File: config.mk
export PLATFORM = sky130hd
export DESIGN_NAME = board_renderer_flat
export DESIGN_NICKNAME = d
export VERILOG_FILES = /design/src/rtl/board_pkg.sv /design/src/rtl/board_renderer_if.sv /design/src/rtl/tile_locator.sv /design/src/rtl/board_renderer.sv /design/src/flat_wrapper.sv
export SDC_FILE = /design/constraint.sdc
export NUM_CORES = 1
export LEC_CHECK = 0
export CAP_MARGIN = 10
export CORE_MARGIN = 2
export CORE_UTILIZATION = 35
export CTS_CLUSTER_SIZE = 30
export DETAILED_ROUTE_END_ITERATION = 10
export PLACE_DENSITY = 0.6
export SLEW_MARGIN = 20
export SYNTH_ARGS = -nofsm -noshare
export SYNTH_HDL_FRONTEND = slang
export SYNTH_SLANG_ARGS = --single-unit
File: constraint.sdc
create_clock -name vga_clk -period 2.72 [get_ports vga_clk]
set_clock_uncertainty 0.2 [all_clocks]
set_input_delay 0.816 -clock vga_clk [delete_from_list [all_inputs] [get_ports vga_clk]]
set_output_delay 0.816 -clock vga_clk [all_outputs]
set_load 0.05 [all_outputs]
File: src/rtl/board_pkg.sv
// Shared types and constants for the 2048 board renderer: pixel format, tile palette,
// default board geometry and the commit-state encoding.
package board_pkg;

    localparam int unsigned BGR_W = 12;
    typedef logic [BGR_W-1:0] bgr_t;

    localparam int unsigned X0_DEF     = 120;
    localparam int unsigned Y0_DEF     = 40;
    localparam int unsigned PITCH_DEF  = 100;
    localparam int unsigned BORDER_DEF = 4;

    localparam bgr_t BG       = 12'hDEF;
    localparam bgr_t BORDER_C = 12'h9AB;

    // Index is the cell exponent; 12 and above share one dark colour.
    localparam bgr_t PALETTE [16] = '{
        12'hBCC, 12'hDEE, 12'hCDE, 12'h7BF, 12'h69F, 12'h57F, 12'h35F, 12'h7DE,
        12'h6CE, 12'h5CE, 12'h3CE, 12'h2CE, 12'h333, 12'h333, 12'h333, 12'h333
    };

    typedef enum logic {StIdle, StPending} commit_st_e;

    function automatic bgr_t cell_color(input logic [3:0] exp_val);
        return PALETTE[exp_val];
    endfunction

endpackage

File: src/rtl/board_renderer_if.sv
// Bus between the renderer, the vgac scan side and the game-logic writer.
// master = the environment driving scan/cell traffic, slave = the renderer.
interface board_renderer_if;
    import board_pkg::*;

    logic       read;
    logic [9:0] x_addr;
    logic [8:0] y_addr;
    logic       vs;
    logic       cell_wr_en;
    logic [3:0] cell_idx;
    logic [3:0] cell_val;
    logic       commit;
    logic       pending;
    logic       swap_done;
    bgr_t       d_out_BGR;

    modport master (
        output read, x_addr, y_addr, vs, cell_wr_en, cell_idx, cell_val, commit,
        input  pending, swap_done, d_out_BGR
    );

    modport slave (
        input  read, x_addr, y_addr, vs, cell_wr_en, cell_idx, cell_val, commit,
        output pending, swap_done, d_out_BGR
    );

endinterface

File: src/rtl/tile_locator.sv
// Maps a vgac scan address onto the 4x4 board (tile row/col, border hit) using
// compares against constant multiples of the pitch, then registers the result.
module tile_locator
    import board_pkg::*;
#(
    parameter int unsigned X0     = X0_DEF,
    parameter int unsigned Y0     = Y0_DEF,
    parameter int unsigned PITCH  = PITCH_DEF,
    parameter int unsigned BORDER = BORDER_DEF
) (
    input  logic       vga_clk,
    input  logic       clrn,
    input  logic       i_read,
    input  logic [9:0] i_x_addr,
    input  logic [8:0] i_y_addr,
    output logic       o_read_d1,
    output logic       o_in_board,
    output logic [1:0] o_col,
    output logic [1:0] o_row,
    output logic       o_on_border
);

    localparam logic [9:0] C_X0  = 10'(X0);
    localparam logic [9:0] C_Y0  = 10'(Y0);
    localparam logic [9:0] C_XE  = 10'(X0 + 4 * PITCH);
    localparam logic [9:0] C_YE  = 10'(Y0 + 4 * PITCH);
    localparam logic [9:0] C_P1  = 10'(PITCH);
    localparam logic [9:0] C_P2  = 10'(2 * PITCH);
    localparam logic [9:0] C_P3  = 10'(3 * PITCH);
    localparam logic [9:0] C_B   = 10'(BORDER);
    localparam logic [9:0] C_PB  = 10'(PITCH - BORDER);

    function automatic logic [1:0] tile_of(input logic [9:0] d);
        if (d >= C_P3)      return 2'd3;
        else if (d >= C_P2) return 2'd2;
        else if (d >= C_P1) return 2'd1;
        else                return 2'd0;
    endfunction

    function automatic logic [9:0] tile_base(input logic [1:0] t);
        case (t)
            2'd0:    return 10'd0;
            2'd1:    return C_P1;
            2'd2:    return C_P2;
            default: return C_P3;
        endcase
    endfunction

    logic [9:0] w_yt, w_dx, w_dy, w_ox, w_oy;
    logic [1:0] w_col, w_row;
    logic       w_in_board, w_on_border;

    // y_addr counts up from the bottom; out-of-range values wrap high and miss the board.
    assign w_yt  = 10'd479 - {1'b0, i_y_addr};
    assign w_dx  = i_x_addr - C_X0;
    assign w_dy  = w_yt - C_Y0;
    assign w_col = tile_of(w_dx);
    assign w_row = tile_of(w_dy);
    assign w_ox  = w_dx - tile_base(w_col);
    assign w_oy  = w_dy - tile_base(w_row);

    assign w_in_board  = (i_x_addr >= C_X0) & (i_x_addr < C_XE) & (w_yt >= C_Y0) & (w_yt < C_YE);
    assign w_on_border = (w_ox < C_B) | (w_ox >= C_PB) | (w_oy < C_B) | (w_oy >= C_PB);

    always_ff @(posedge vga_clk or negedge clrn) begin
        if (!clrn) begin
            o_read_d1   <= 1'b0;
            o_in_board  <= 1'b0;
            o_col       <= 2'd0;
            o_row       <= 2'd0;
            o_on_border <= 1'b0;
        end else begin
            o_read_d1   <= i_read;
            o_in_board  <= w_in_board;
            o_col       <= w_col;
            o_row       <= w_row;
            o_on_border <= w_on_border;
        end
    end

endmodule

File: src/rtl/board_renderer.sv
// Pixel source for vgac showing the 2048 board. Game logic fills a shadow board and
// commits; the displayed board swaps whole at the next vs falling edge.
module board_renderer
    import board_pkg::*;
#(
    parameter int unsigned X0     = X0_DEF,
    parameter int unsigned Y0     = Y0_DEF,
    parameter int unsigned PITCH  = PITCH_DEF,
    parameter int unsigned BORDER = BORDER_DEF
) (
    input  logic              vga_clk,
    input  logic              clrn,
    board_renderer_if.slave   bus
);

    logic [15:0][3:0] r_shadow;
    logic [15:0][3:0] r_front;
    commit_st_e       r_state;
    logic             r_vs_d;
    logic             r_swap_done;
    bgr_t             r_pix;

    logic       w_read_d1, w_in_board, w_on_border;
    logic [1:0] w_col, w_row;
    logic       w_fall, w_swap;

    tile_locator #(
        .X0     (X0),
        .Y0     (Y0),
        .PITCH  (PITCH),
        .BORDER (BORDER)
    ) u_tile_locator (
        .vga_clk     (vga_clk),
        .clrn        (clrn),
        .i_read      (bus.read),
        .i_x_addr    (bus.x_addr),
        .i_y_addr    (bus.y_addr),
        .o_read_d1   (w_read_d1),
        .o_in_board  (w_in_board),
        .o_col       (w_col),
        .o_row       (w_row),
        .o_on_border (w_on_border)
    );

    assign w_fall = r_vs_d & ~bus.vs;
    assign w_swap = w_fall & (r_state == StPending);

    // Swap copies the shadow as it stood before any same-cycle write.
    always_ff @(posedge vga_clk or negedge clrn) begin
        if (!clrn) begin
            r_shadow    <= '0;
            r_front     <= '0;
            r_state     <= StIdle;
            r_vs_d      <= 1'b0;
            r_swap_done <= 1'b0;
        end else begin
            r_vs_d      <= bus.vs;
            r_swap_done <= w_swap;
            if (bus.cell_wr_en) r_shadow[bus.cell_idx] <= bus.cell_val;
            if (w_swap) r_front <= r_shadow;
            unique case (r_state)
                StIdle:    if (bus.commit) r_state <= StPending;
                StPending: if (w_fall && !bus.commit) r_state <= StIdle;
                default:   r_state <= StIdle;
            endcase
        end
    end

    always_ff @(posedge vga_clk or negedge clrn) begin
        if (!clrn) begin
            r_pix <= '0;
        end else if (!w_read_d1) begin
            r_pix <= '0;
        end else if (!w_in_board) begin
            r_pix <= BG;
        end else if (w_on_border) begin
            r_pix <= BORDER_C;
        end else begin
            r_pix <= cell_color(r_front[{w_row, w_col}]);
        end
    end

    assign bus.pending   = (r_state == StPending);
    assign bus.swap_done = r_swap_done;
    assign bus.d_out_BGR = r_pix;

endmodule

File: src/flat_wrapper.sv
// flat-port wrapper written by rule: the top's interface ports become plain ports
module board_renderer_flat import board_pkg::*;
#(
    parameter int unsigned X0     = X0_DEF,
    parameter int unsigned Y0     = Y0_DEF,
    parameter int unsigned PITCH  = PITCH_DEF,
    parameter int unsigned BORDER = BORDER_DEF
)
  (vga_clk, clrn, bus_read, bus_x_addr, bus_y_addr, bus_vs, bus_cell_wr_en, bus_cell_idx, bus_cell_val, bus_commit, bus_pending, bus_swap_done, bus_d_out_BGR);
  board_renderer_if bus_i ();
  input  logic vga_clk;
  input  logic clrn;
  input wire logic [$bits(bus_i.read)-1:0] bus_read;
  input wire logic [$bits(bus_i.x_addr)-1:0] bus_x_addr;
  input wire logic [$bits(bus_i.y_addr)-1:0] bus_y_addr;
  input wire logic [$bits(bus_i.vs)-1:0] bus_vs;
  input wire logic [$bits(bus_i.cell_wr_en)-1:0] bus_cell_wr_en;
  input wire logic [$bits(bus_i.cell_idx)-1:0] bus_cell_idx;
  input wire logic [$bits(bus_i.cell_val)-1:0] bus_cell_val;
  input wire logic [$bits(bus_i.commit)-1:0] bus_commit;
  output wire logic [$bits(bus_i.pending)-1:0] bus_pending;
  output wire logic [$bits(bus_i.swap_done)-1:0] bus_swap_done;
  output wire logic [$bits(bus_i.d_out_BGR)-1:0] bus_d_out_BGR;
  assign bus_i.read = bus_read;
  assign bus_i.x_addr = bus_x_addr;
  assign bus_i.y_addr = bus_y_addr;
  assign bus_i.vs = bus_vs;
  assign bus_i.cell_wr_en = bus_cell_wr_en;
  assign bus_i.cell_idx = bus_cell_idx;
  assign bus_i.cell_val = bus_cell_val;
  assign bus_i.commit = bus_commit;
  assign bus_pending = bus_i.pending;
  assign bus_swap_done = bus_i.swap_done;
  assign bus_d_out_BGR = bus_i.d_out_BGR;
  board_renderer #(.X0(X0), .Y0(Y0), .PITCH(PITCH), .BORDER(BORDER)) u_core (.vga_clk(vga_clk), .clrn(clrn), .bus(bus_i));
endmodule
Word level (Yosys, flattened, before mapping) --
Memories as Yosys holds them, arrays and structs flattened. Index checks and enable logic that the tools add are counted. Widths: inputs -> output; s select.
Operators by class: $add $sub $neg 5, $lt $le $gt $ge 18, equal/unequal tests 4, mux-type cells 21, bitwise logic cells 11, reductions and logical operators 5
Operator list (count):
- $bwmux 64 | 1
- $mux 12 | 5
- $pmux 9 s3 | 2
- $ge 10x7->1 const B | 5
- $ge 10x8->1 const B | 2
- $ge 10x9->1 const B | 2
- $lt 10x3->1 const B | 2
- $sub 10x10->10 | 2
- $bmux 4 s4 | 1
- $demux 4 s4 | 1
- $ge 10x6->1 const B | 1
- $lt 10x10->1 const B | 1
- $lt 10x9->1 const B | 1
- $lt 4x5->1 const B | 2
- $sub 10x6->10 const B | 1
- $sub 10x7->10 const B | 1
- $sub 9x9->10 const A | 1
- $mux 2 | 4
- $mux 4 | 2
- $and 1x1->1 | 5
- $ge 5x5->1 const B | 1
- $not 4->5 | 1
- $eq 2x1->1 const B | 2
- $eq 2x2->1 const B | 2
- other kinds (8) | 16
Word-level totals: register bits 150, bits in read-only memories 192, input bits 33, output and inout bits 14, logic and storage cells 106, memories kept 1
Memories:
- (name not given) | words 16, bits a word 12, rd ports 1, clocked after memory_dff 0, write ports 0, line board_pkg.sv:25 | return PALETTE[exp_val];

Logic depth before layout (Yosys ltp) --
Gate-level depths: netlist of run 1.
depth after elaboration 12, depth in mapped cells 15, depth with buffers taken out 15

Cells and area by module --
From an unflattened synthesis of run 1, not the netlist that was laid out.
Second synthesis, totals: cell total of the unflattened synthesis 730, area total of the unflattened synthesis 7729.9 um2
Modules (own cells, without submodules):
- board_renderer | times used 1, cells each 534, area each 6155.9 um2, seq. area each 3578.4 um2
- tile_locator | times used 1, cells each 196, area each 1574.0 um2, seq. area each 175.2 um2

Worst setup path after synthesis of run 1 --
Ideal clock, no wire load.
kind input port to flip-flop, start point input port bus_y_addr[3], end point register u_core.u_tile_locator.o_on_border, library setup time 0.152 ns, arrival 3.793 ns, required time 2.368 ns, slack -1.425 ns, stages on the path 13, buffers on the path 0, path through inv_1 ha_1 or2_2 o311ai_0 nand2b_1 ha_1 inv_1 ha_1 a21o_1 a31oi_1 xnor2_1 a2111oi_0 o2111ai_1
On the way: elaborated cells on any way between the ends 17, classes of those cells 3 x add/sub; 5 x order compare; 2 x eq/ne; 4 x mux; 2 x bitwise; 1 x reduce/logical
RTL lines:
- start, declared | line flat_wrapper.sv:15 | input wire logic [$bits(bus_i.y_addr)-1:0] bus_y_addr;
- $sub 9x9->10 * | line tile_locator.sv:54 | assign w_yt = 10'd479 - {1'b0, i_y_addr};
- $sub 10x6->10 * | line tile_locator.sv:56 | assign w_dy = w_yt - C_Y0;
- $ge 10x8->1 | line tile_locator.sv:35 | else if (d >= C_P2) return 2'd2;
- $mux 2 | line tile_locator.sv:35
- $mux 2 * | line tile_locator.sv:34 | if (d >= C_P3) return 2'd3;
- via u_core.u_tile_locator.w_row[1] | line tile_locator.sv:50 | logic [1:0] w_col, w_row;
- $eq 2x2->1 (tied with other cells) | line tile_locator.sv:41 | case (t)
- $pmux 9 s3 * | line tile_locator.sv:41
- $sub 10x10->10 * | line tile_locator.sv:60 | assign w_oy = w_dy - tile_base(w_row);
- $lt 10x3->1 | line tile_locator.sv:63 | assign w_on_border = (w_ox < C_B) | (w_ox >= C_PB) | (w_oy < C_B) | (w_oy >= C_PB);
- $or 1x1->1 | line tile_locator.sv:63
- $or 1x1->1 * | line tile_locator.sv:63
- via u_core.u_tile_locator.w_on_border | line tile_locator.sv:51 | logic w_in_board, w_on_border;
- end signal, assigned | line tile_locator.sv:77 | o_on_border <= w_on_border;
- end, declared | line tile_locator.sv:20 | output logic o_on_border
The timed path passes the listed nets; every way through them passes the cells marked *. A chain may end at the register's enable or synchronous reset.

Worst setup path in the final report of run 1 --
start point input port bus_x_addr[3], end point register u_core.u_tile_locator.o_on_border
On the way: elaborated cells on any way between the ends 17, classes of those cells 2 x add/sub; 5 x order compare; 2 x eq/ne; 4 x mux; 3 x bitwise; 1 x reduce/logical
RTL lines:
- start, declared | line flat_wrapper.sv:14 | input wire logic [$bits(bus_i.x_addr)-1:0] bus_x_addr;
- $sub 10x7->10 * | line tile_locator.sv:55 | assign w_dx = i_x_addr - C_X0;
- $ge 10x8->1 | line tile_locator.sv:35
- $mux 2 | line tile_locator.sv:35
- $mux 2 * | line tile_locator.sv:34
- via u_core.u_tile_locator.w_col[1] | line tile_locator.sv:50
- $eq 2x2->1 (tied with other cells) | line tile_locator.sv:41
- $pmux 9 s3 * | line tile_locator.sv:41
- $sub 10x10->10 * | line tile_locator.sv:59 | assign w_ox = w_dx - tile_base(w_col);
- $lt 10x3->1 / $ge 10x7->1 (equally long branches) | line tile_locator.sv:63
- $or 1x1->1 * (3 in a row) | line tile_locator.sv:63
- via u_core.u_tile_locator.w_on_border | line tile_locator.sv:51
Marked as above.

==> impl_metrics.ini, run 1 <==
[status]
run_status = complete, but fails checks
failed_checks = negative setup slack

[floorplan]
fp.dieW_um = 150.3
start_util_pct = 35.65
ios = 47
design.core.area_um2 = 21020
die_area_um2 = 22600
num_rows = 53
die_h_um = 150.3

[setup_path]
critical_path.endpoint_type = flop
cpPeakStageDelay_ps = 380
timing.reg2reg.setup_slack_ps = -30
worst_r2r_startpoint = u_core.u_tile_locator.o_col[0]$_DFF_PN0_
reg2reg_depth = 8
critPathMostFrequentCell = sky130_fd_sc_hd__buf_4
critical_path_arrival_ps = 3730
path_cells = buf_2, ha_4, buf_4, nor3b_2, mux2i_1, o32ai_2, buf_4, nand2_4, buf_6, inv_1, ha_1, nor2b_2, o31a_1, o311a_1, o21a_1, nor3_2, o2111ai_1
slowest_stage = sky130_fd_sc_hd__o311a_1
crit_path_start_kind = input port
critical_path_class = input port to flop
worstPathMaxFanout = 4
worstReg2RegEnd = u_core.bus.d_out_BGR[5]$_DFF_PN0_
required_ps = 2790

[power_and_ir_drop]
cellPowerDensity_nw_per_um2 = 771.5
power_frac_clock_pct = 30.1
worst_supply_voltage_drop_on_vdd_v = 0.0004876
pint_uw = 5597
part_of_the_total_power_dissipated_in_sequential_elements_pct = 37.6
netSwitchingFraction_pct = 29.66
p_sw_uw = 2359
p_leak_uw = 0.004855
comb_power_share_pct = 32.3
power_uw = 7956

[final_layout]
nNetsFinal = 939
syn2layout_area_growth_pct = 37.60
diodes = 0
finalCoreUtilization_pct = 49.06
commonest_non_fill_non_tap_cell_in_the_layout = sky130_fd_sc_hd__nand2_1
layout-drive-gt1-share_pct = 34.83
layout.cells.most_common_list = sky130_fd_sc_hd__nand2_1, sky130_fd_sc_hd__dfrtp_1, sky130_fd_sc_hd__buf_4

[routing]
met2WireLength_um = 8203
via_count = 5664
viasPerCell = 4.862
wl_um = 17510
top_sig_layer = met4
drt-met1-wl_um = 8471
met3_wirelength_um = 606
drtAntennaViolNets = 0
post-route-drc-count = 0
wire_per_inst_um = 15.03
first_pass_iters = 4
drt-initial-drc-count = 244

[grt]
grt_start_max_net_pins = 49
grt_pass1_vias = 5694
grt_antenna_before_repair = 0
grtUsageTotal_pct = 16.35
grt_residual_overflow = 0
grt_pass1_wl_um = 28920

[clock_network]
cts-root-to-sink-buffers = 2
cts_tree = built
path_clk_slew_ps = 60
tritoncts.num_buffers = 17
cts_hold_buffers = 0
clkSinkCount = 150
cts-root-buf = sky130_fd_sc_hd__clkbuf_16
h-tree-depth = 4
clk-insertion-delay-late_ps = 420

[timing]
final_period_minus_worst_setup_slack_ps = 3655
worst_pin_slew_ps = 504.8
fmax_mhz = 273.6
fin_hold_ws_ps = 125.6
finalMaxSlewViolations = 0
setup_violations = 3
fin_crit_sh_pct = 134.4
timing_hold_violations_final = 0
max-slew-margin-rel_pct = 66.35
setup_slack_ps = -935.0
grt_setup_unrepaired = yes

[yosys]
synth_edf_count = 0
yosysWarningCount = 0
syn_area_um2 = 7495
postSynthCellCount = 710
synth_top_area_share_pct = 50.08
synth-seq-cells = 150
seq_area_frac_synth_pct = 50.08
synth_nets = 772
asyncSetResetFlopFracSynth_pct = 100.0
leading_cell_types_by_total_area_after_synthesis = sky130_fd_sc_hd__dfrtp_1, sky130_fd_sc_hd__nand2_1, sky130_fd_sc_hd__mux2_2
post_synth.cell_area_avg_um2 = 10.56
synth-main-ff-cell = sky130_fd_sc_hd__dfrtp_1
synth_cell_types = 58
synth_top_area_cell = sky130_fd_sc_hd__dfrtp_1

[place]
io_buffers = 46
gp_congestion = 0.7746
dp.final_hpwl_um = 11910

[run]
max_cap_violations = 0

[min_path]
hold_path_class = input port to async pin
## final cells by class
| type | instances | area (um2) |
|---|---|---|
| clock inverter | 8 | 121.4 |
| clock buffer | 24 | 481.7 |
| inverter | 19 | 76.32 |
| fill | 1854 | 10710 |
| sequential | 150 | 3754 |
| multi-input combinational | 515 | 4000 |
| timing repair buffer | 174 | 1535 |
| tap | 275 | 344.1 |
## stage by stage
| stage | setup slack [ps] | instance area [um2] | TNS [ps] | instances |
|---|---|---|---|---|
| 6_report | -935.0 | 10310 | -969.6 | 1165 |
| 5_1_grt | -1158 | 10310 | -1373 | 1165 |
| 4_1_cts | -880.7 | 10260 | -880.7 | 1164 |
| 3_5_place_dp | -2210 | 9180 | -4385 | 1117 |
| 3_3_place_gp | -2032 | 9180 | -4078 | 1117 |
| 2_1_floorplan | -1261 | 7579 | -1261 | 710 |
## cells by family (layout without fill, tap and decap cells)
group | after synthesis | after routing | share of synthesized area [%]
mux | 94 | 94 | 16.41
xor+xnor | 17 | 17 | 1.987
flops | 150 | 150 | 50.08
buf+inv | 45 | 225 | 2.721
simple gates | 311 | 311 | 17.83
compound gates | 64 | 64 | 5.927
fa+ha+maj | 29 | 29 | 5.042
## repair_timing
| item | in CTS | in global routing |
|---|---|---|
| setup buffers | 15 | 2 |
| pin swaps | 40 | 12 |
| endpoints found under the setup margin | 6 | 8 |
| hold endpoints to repair | 0 | 0 |
| resized for setup | 120 | 11 |
## synth_stat cells (3+ instances only)
| cell | instances |
|---|---|
| sky130_fd_sc_hd__a21o_1 | 3 |
| sky130_fd_sc_hd__a21oi_1 | 14 |
| sky130_fd_sc_hd__a22oi_1 | 3 |
| sky130_fd_sc_hd__a31oi_1 | 7 |
| sky130_fd_sc_hd__and3_1 | 4 |
| sky130_fd_sc_hd__buf_1 | 8 |
| sky130_fd_sc_hd__buf_6 | 3 |
| sky130_fd_sc_hd__clkbuf_1 | 11 |
| sky130_fd_sc_hd__dfrtp_1 | 150 |
| sky130_fd_sc_hd__ha_1 | 27 |
| sky130_fd_sc_hd__inv_1 | 19 |
| sky130_fd_sc_hd__mux2_2 | 65 |
| sky130_fd_sc_hd__mux2i_1 | 13 |
| sky130_fd_sc_hd__mux4_1 | 4 |
| sky130_fd_sc_hd__mux4_2 | 11 |
| sky130_fd_sc_hd__nand2_1 | 217 |
| sky130_fd_sc_hd__nand2b_1 | 15 |
| sky130_fd_sc_hd__nand3_1 | 15 |
| sky130_fd_sc_hd__nor2_1 | 21 |
| sky130_fd_sc_hd__nor2b_1 | 7 |
| sky130_fd_sc_hd__nor3_1 | 11 |
| sky130_fd_sc_hd__nor3b_1 | 3 |
| sky130_fd_sc_hd__nor4_1 | 3 |
| sky130_fd_sc_hd__o2111ai_1 | 3 |
| sky130_fd_sc_hd__o21ai_0 | 7 |
| sky130_fd_sc_hd__o22ai_1 | 3 |
| sky130_fd_sc_hd__o32ai_1 | 3 |
| sky130_fd_sc_hd__or2_2 | 5 |
| sky130_fd_sc_hd__xnor2_1 | 9 |
| sky130_fd_sc_hd__xor2_1 | 8 |
## flip-flops by register name (all words and copies together), names as in the netlist
name / cells
u_core.r_front: 64
u_core.u_tile_locator.o_in_board: 1
u_core.bus.swap_done: 1
u_core.bus.pending: 1
u_core.u_tile_locator.o_col: 2
u_core.u_tile_locator.o_on_border: 1
u_core.r_vs_d: 1
u_core.u_tile_locator.o_read_d1: 1
u_core.bus.d_out_BGR: 12
u_core.u_tile_locator.o_row: 2
u_core.r_shadow: 64
## worst max path at each step
stage                  start                                           to  slack [ps]  cells after the start
6_report       bus_x_addr[3]  u_core.u_tile_locator.o_on_border$_DFF_PN0_        -930                     17
5_1_grt        bus_y_addr[5]  u_core.u_tile_locator.o_on_border$_DFF_PN0_       -1160                     17
4_1_cts        bus_y_addr[5]  u_core.u_tile_locator.o_on_border$_DFF_PN0_        -880                     18
3_5_place_dp   bus_y_addr[5]  u_core.u_tile_locator.o_on_border$_DFF_PN0_       -2210                     16
3_3_place_gp   bus_y_addr[5]  u_core.u_tile_locator.o_on_border$_DFF_PN0_       -2030                     16
2_1_floorplan  bus_y_addr[5]  u_core.u_tile_locator.o_on_border$_DFF_PN0_       -1260                     15
## power by group through the flow
| stage | Sequential [uW] | Clock (uW) | Combinational, uW |
|---|---|---|---|
| after floorplan | 2970 | 0 | 1420 |
| after detailed placement | 3020 | 0 | 2220 |
| after global routing | 3040 | 2550 | 2850 |
| after global placement | 3000 | 0 | 2180 |
| final | 2990 | 2390 | 2570 |
| after CTS | 2980 | 2440 | 2510 |
## critical path: cells and delay by family
family / cells / cell delay (ps)
multiplexers: 1 / 100
AO/OA/AOI/OAI: 5 / 1250
adder cells (fa/ha/maj): 2 / 370
buffers and inverters: 5 / 630
AND/OR/NAND/NOR: 4 / 560
## per-layer routing
layer	vias to the layer above	track usage [%]
met5	-	0
li1	2775	-
met3	13	3.848
met4	0	4.104
met1	2802	22.59
met2	74	26.00
Power figures use the tool's default switching activity.
==> run 2, diff against run 1 <==
- MAX_ROUTING_LAYER: unset -> met4
==> run 2 against run 1 <==
Against the previous run:
- the flow still finishes with violations (negative setup slack)
- clock power barely moved
- first-iteration DRC count fell by 5.7%
- die area did not move
- critical path type unchanged
- critical endpoint unchanged
- largest power group unchanged
==> impl_metrics.ini, run 2 (synthesized netlist as in run 1, its figures left out) <==
[clock_network]
path_clk_slew_ps = 60
cts-root-to-sink-buffers = 2
tritoncts.num_buffers = 17
cts-root-buf = sky130_fd_sc_hd__clkbuf_16
clk-insertion-delay-late_ps = 420
h-tree-depth = 4
clkSinkCount = 150
cts_tree = built
cts_hold_buffers = 0

[floorplan]
ios = 47
fp.dieW_um = 150.3
design.core.area_um2 = 21020
num_rows = 53
die_h_um = 150.3
die_area_um2 = 22600
start_util_pct = 35.65

[timing]
timing_hold_violations_final = 0
fin_crit_sh_pct = 134.3
grt_setup_unrepaired = yes
fin_tns_setup_ps = -961.8
final_period_minus_worst_setup_slack_ps = 3652
max-slew-margin-rel_pct = 66.95
finalMaxSlewViolations = 0
worst_pin_slew_ps = 494.2
setup_violations = 2
setup_slack_ps = -932.5
fmax_mhz = 273.8

[status]
failed_checks = negative setup slack
run_status = complete, but fails checks

[place]
gp_congestion = 0.7859
io_buffers = 46
placed_cells = 1117
dp.final_hpwl_um = 11910
dpl_cell_area_um2 = 9180

[min_path]
hold_path_class = input port to async pin

[final_layout]
layout-drive-gt1-share_pct = 34.83
nNetsFinal = 939
syn2layout_area_growth_pct = 37.60
finalNonFillerCells = 1165
diodes = 0
layout.cells.most_common_list = sky130_fd_sc_hd__nand2_1, sky130_fd_sc_hd__dfrtp_1, sky130_fd_sc_hd__buf_4
stdcell_area_um2 = 10310
commonest_non_fill_non_tap_cell_in_the_layout = sky130_fd_sc_hd__nand2_1

[routing]
drt-initial-drc-count = 230
via_count = 5663
wl_um = 17510
viasPerCell = 4.861
drtAntennaViolNets = 0
wire_per_inst_um = 15.03
first_pass_iters = 4
post-route-drc-count = 0

[grt]
grtUsageTotal_pct = 16.85
grt_pass1_wl_um = 28880
grt_start_max_net_pins = 49
grt_pass1_vias = 5707
grt_antenna_before_repair = 0
grt_residual_overflow = 0

[setup_path]
crit_path_start_kind = input port
critical_path_class = input port to flop
critical_path.endpoint_type = flop
worstPathMaxFanout = 4
critical_path_arrival_ps = 3730
required_ps = 2800

[power_and_ir_drop]
worst_supply_voltage_drop_on_vdd_v = 0.0004850
cellPowerDensity_nw_per_um2 = 771.6
p_leak_uw = 0.004855

[run]
max_cap_violations = 0
==> run 2: cell counts in the layout (fill, tap and decap cells not counted) <==
Identical to the previous run, type by type.
==> run 2: worst max-delay path, stage by stage <==
cell	delay (ps)
sky130_fd_sc_hd__buf_2	120
sky130_fd_sc_hd__ha_4	160
sky130_fd_sc_hd__buf_4	130
sky130_fd_sc_hd__nor3b_2	160
sky130_fd_sc_hd__mux2i_1	100
sky130_fd_sc_hd__o32ai_2	200
sky130_fd_sc_hd__buf_4	210
sky130_fd_sc_hd__nand2_4	60
sky130_fd_sc_hd__buf_6	130
sky130_fd_sc_hd__inv_1	40
sky130_fd_sc_hd__ha_1	210
sky130_fd_sc_hd__nor2b_2	150
sky130_fd_sc_hd__o31a_1	320
sky130_fd_sc_hd__o311a_1	380
sky130_fd_sc_hd__o21a_1	210
sky130_fd_sc_hd__nor3_2	190
sky130_fd_sc_hd__o2111ai_1	140
==> run 2: layout make-up <==
cell class,count,area [um2]
clock buffers,24,481.7
inverters,19,76.32
fillers,1854,10710
multi-input cells,515,4000
clock inverters,8,121.4
repair buffers,174,1535
flip-flops and latches,150,3754
well taps,275,344.1
==> run 2: per-layer routing <==
layer | global-route usage (%) | part of all wire, %
met2 | 25.93 | 47
met1 | 22.67 | 49
met4 | 3.679 | 1.1
met5 | - | 0
met3 | 4.152 | 3.2
==> run 2: path summary, 6_finish.rpt <==
check,start,endpoint,slack (ps),cells after the start
setup / recovery,bus_x_addr[3],u_core.u_tile_locator.o_on_border$_DFF_PN0_,-930,17
hold / removal,clrn,u_core.r_front[45]$_DFFE_PN0P_,130,1
setup reg to reg,u_core.u_tile_locator.o_col[0]$_DFF_PN0_,u_core.bus.d_out_BGR[5]$_DFF_PN0_,-30,8
hold reg to reg,u_core.r_shadow[8]$_DFFE_PN0P_,u_core.r_front[8]$_DFFE_PN0P_,260,2
max in group asynchronous,clrn,u_core.r_front[9]$_DFFE_PN0P_,1580,2
min in group vga_clk,u_core.r_shadow[8]$_DFFE_PN0P_,u_core.r_front[8]$_DFFE_PN0P_,260,2
==> run 2: what timing repair did <==
item | in CTS | in global routing
gates resized for setup | 120 | 11
endpoints found under the hold margin | 0 | 0
pin swaps | 40 | 12
buffers inserted | 15 | 2
endpoints found under the setup margin | 6 | 8
==> run 2: power breakdown <==
part | total [uW] | internal [uW] | leakage, uW | switching [uW]
sequential | 2990 | 2720 | 0.00186 | 274
clock | 2390 | 1510 | 0.000294 | 882
combinational | 2570 | 1370 | 0.00270 | 1200
==> run 2: per-stage QoR <==
step / setup slack (ps) / hold WS (ps) / total power (uW) / utilization [%]
floorplan: -1261 / 233.1 / 4384 / -
global placement: -2032 / 241.6 / 5188 / 43.67
detailed placement: -2210 / 246.4 / 5236 / 43.67
CTS: -880.7 / 141.1 / 7932 / 48.80
global route: -1155 / 149.0 / 8448 / 49.06
finish: -932.5 / 129.0 / 7957 / 49.06
==> run 3, diff against run 2 <==
--- a/config.mk
+++ b/config.mk
@@ -8,9 +8,9 @@
 export CAP_MARGIN = 10
 export CORE_MARGIN = 2
-export CORE_UTILIZATION = 35
+export CORE_UTILIZATION = 45
 export CTS_CLUSTER_SIZE = 30
 export DETAILED_ROUTE_END_ITERATION = 10
 export MAX_ROUTING_LAYER = met4
-export PLACE_DENSITY = 0.6
+export PLACE_DENSITY = 0.72
 export SLEW_MARGIN = 20
 export SYNTH_ARGS = -nofsm -noshare
==> constraint.sdc (replaced) <==
create_clock -name vga_clk -period 2.72 [get_ports vga_clk]
set_clock_uncertainty 0.2 [all_clocks]
set_input_delay 0.272 -clock vga_clk [delete_from_list [all_inputs] [get_ports vga_clk]]
set_output_delay 0.272 -clock vga_clk [all_outputs]
set_load 0.05 [all_outputs]
==> run 3 against run 2 <==
Against the previous run:
- the run still ends with negative setup slack left
- setup slack improved by 360 ps
- sequential power barely moved
- total power rose by 3.0%
- final area fell by 1.8%
- non-clock buffer count fell by 14
- via count rose by 3.7%
- routed wire length rose by 2.8%
- die area fell by 22%
- fmax rose by 11%
- combinational power rose by 6%
- register-to-register slack got worse by 80 ps
- largest cell class unchanged
==> impl_metrics.ini, run 3 (synthesized netlist as in run 1, its figures left out) <==
[floorplan]
die_area_um2 = 17700
ios = 47
num_rows = 47
fp.dieW_um = 133.1
die_h_um = 133.1
design.core.area_um2 = 16410
start_util_pct = 45.68

[timing]
fmax_mhz = 303.8
max-slew-margin-rel_pct = 42.62
timing_hold_violations_final = 0
grt_setup_unrepaired = yes
finalMaxSlewViolations = 0
worst_pin_slew_ps = 858.0
setup_violations = 3
fin_hold_ws_ps = 151.3
setup_slack_ps = -571.1
fin_crit_sh_pct = 121.0
final_period_minus_worst_setup_slack_ps = 3291

[setup_path]
critical_path.endpoint_type = flop
critical_path_arrival_ps = 3370
required_ps = 2790
worstPathMaxFanout = 3
critical_path_class = input port to flop
crit_path_start_kind = input port

[power_and_ir_drop]
power_frac_clock_pct = 30.5
p_leak_uw = 0.004793
netSwitchingFraction_pct = 30.24
comb_power_share_pct = 33.1
part_of_the_total_power_dissipated_in_sequential_elements_pct = 36.4
pint_uw = 5719
worst_supply_voltage_drop_on_vdd_v = 0.0004812
cellPowerDensity_nw_per_um2 = 809.9
power_uw = 8199
p_sw_uw = 2480

[grt]
grtUsageTotal_pct = 21.88
grt_pass1_wl_um = 29640
grt_pass1_vias = 5962
grt_residual_overflow = 0
grt_start_max_net_pins = 65
grt_antenna_before_repair = 0

[place]
io_buffers = 46
dp.final_hpwl_um = 11190
gp_congestion = 0.8674
placed_cells = 1045

[routing]
wl_um = 18000
viasPerCell = 5.359
wire_per_inst_um = 16.42
drtAntennaViolNets = 0
first_pass_iters = 5
post-route-drc-count = 0
drt-initial-drc-count = 374
via_count = 5873

[final_layout]
commonest_non_fill_non_tap_cell_in_the_layout = sky130_fd_sc_hd__nand2_1
diodes = 0
syn2layout_area_growth_pct = 35.08
layout.cells.most_common_list = sky130_fd_sc_hd__nand2_1, sky130_fd_sc_hd__dfrtp_1, sky130_fd_sc_hd__buf_4
layout-drive-gt1-share_pct = 34.36
nNetsFinal = 925
finalNonFillerCells = 1096
fillerInstances = 1251
finalCoreUtilization_pct = 61.70

[run]
max_cap_violations = 0

[clock_network]
cts-root-buf = sky130_fd_sc_hd__clkbuf_16
cts-root-to-sink-buffers = 2
tritoncts.num_buffers = 17
clk-insertion-delay-late_ps = 420
path_clk_slew_ps = 60
clkSinkCount = 150
h-tree-depth = 4
cts_tree = built

[min_path]
hold_path_class = input port to flop

[status]
run_status = complete, but fails checks
failed_checks = negative setup slack
## run 3: worst paths after layout
kind | start | to | slack, ps | depth (start not counted)
max | bus_x_addr[3] | u_core.u_tile_locator.o_on_border$_DFF_PN0_ | -570 | 18
min | bus_vs | u_core.r_vs_d$_DFF_PN0_ | 150 | 1
max reg2reg | u_core.u_tile_locator.o_col[0]$_DFF_PN0_ | u_core.bus.d_out_BGR[8]$_DFF_PN0_ | -110 | 13
min reg2reg | u_core.r_shadow[13]$_DFFE_PN0P_ | u_core.r_front[13]$_DFFE_PN0P_ | 260 | 2
max in group asynchronous | clrn | u_core.r_shadow[52]$_DFFE_PN0P_ | 1480 | 3
min in group asynchronous | clrn | u_core.r_shadow[8]$_DFFE_PN0P_ | 190 | 2
## run 3: worst max-delay path, cell delays in order
cell	delay, ps
sky130_fd_sc_hd__clkbuf_2	120
sky130_fd_sc_hd__ha_4	170
sky130_fd_sc_hd__buf_6	110
sky130_fd_sc_hd__nor3b_2	160
sky130_fd_sc_hd__mux2i_1	100
sky130_fd_sc_hd__o32ai_2	180
sky130_fd_sc_hd__a31oi_1	150
sky130_fd_sc_hd__o221ai_2	200
sky130_fd_sc_hd__buf_4	150
sky130_fd_sc_hd__a22oi_2	70
sky130_fd_sc_hd__ha_1	310
sky130_fd_sc_hd__inv_2	50
sky130_fd_sc_hd__ha_4	160
sky130_fd_sc_hd__or3_4	390
sky130_fd_sc_hd__o22ai_4	140
sky130_fd_sc_hd__o32ai_2	100
sky130_fd_sc_hd__a2111oi_2	360
sky130_fd_sc_hd__o2111ai_1	160
## run 3: layout make-up
cell class	count	area, um2	area share (%)
clock inverter	12	176.4	1.743
inverter	19	73.82	0.7292
sequential	150	3754	37.08
multi-input combinational	515	3963	39.14
clock buffer	20	456.7	4.511
tap	220	275.3	2.719
timing repair buffer	160	1425	14.08
## run 3: power groups by stage
stage	sequential, uW	clock, uW	combinational (uW)
3_3_place_gp	2980	0	2230
5_1_grt	3030	2640	2950
3_5_place_dp	3000	0	2290
6_report	2980	2500	2720
2_1_floorplan	2970	0	1420
4_1_cts	2970	2530	2560
## run 3: per-layer routing
layer / vias to the layer above / GRT usage (%) / share of wire, %
met1: 2968 / 28.12 / 44
met2: 123 / 35.23 / 50
met4: 0 / 7.826 / 1.9
met3: 36 / 3.678 / 3.4
met5: - / - / 0
li1: 2746 / - / -
## run 3: stage by stage
step                      setup TNS (ps)  setup WS (ps)  cell area, um2
after CTS                         -617.0         -555.0            9957
after global routing               -1173         -711.1           10120
final                             -766.8         -571.1           10120
after floorplan                   -716.9         -716.9            7579
after detailed placement           -1883          -1575            8971
after global placement             -1609          -1387            8971
## run 3: timing repair
item | CTS | global route
pin swaps | 37 | 33
endpoints found under the setup margin | 3 | 7
resized for setup | 79 | 41
hold endpoints to repair | 57 | 0
hold buffers | 1 | 0
setup buffers | 15 | 5
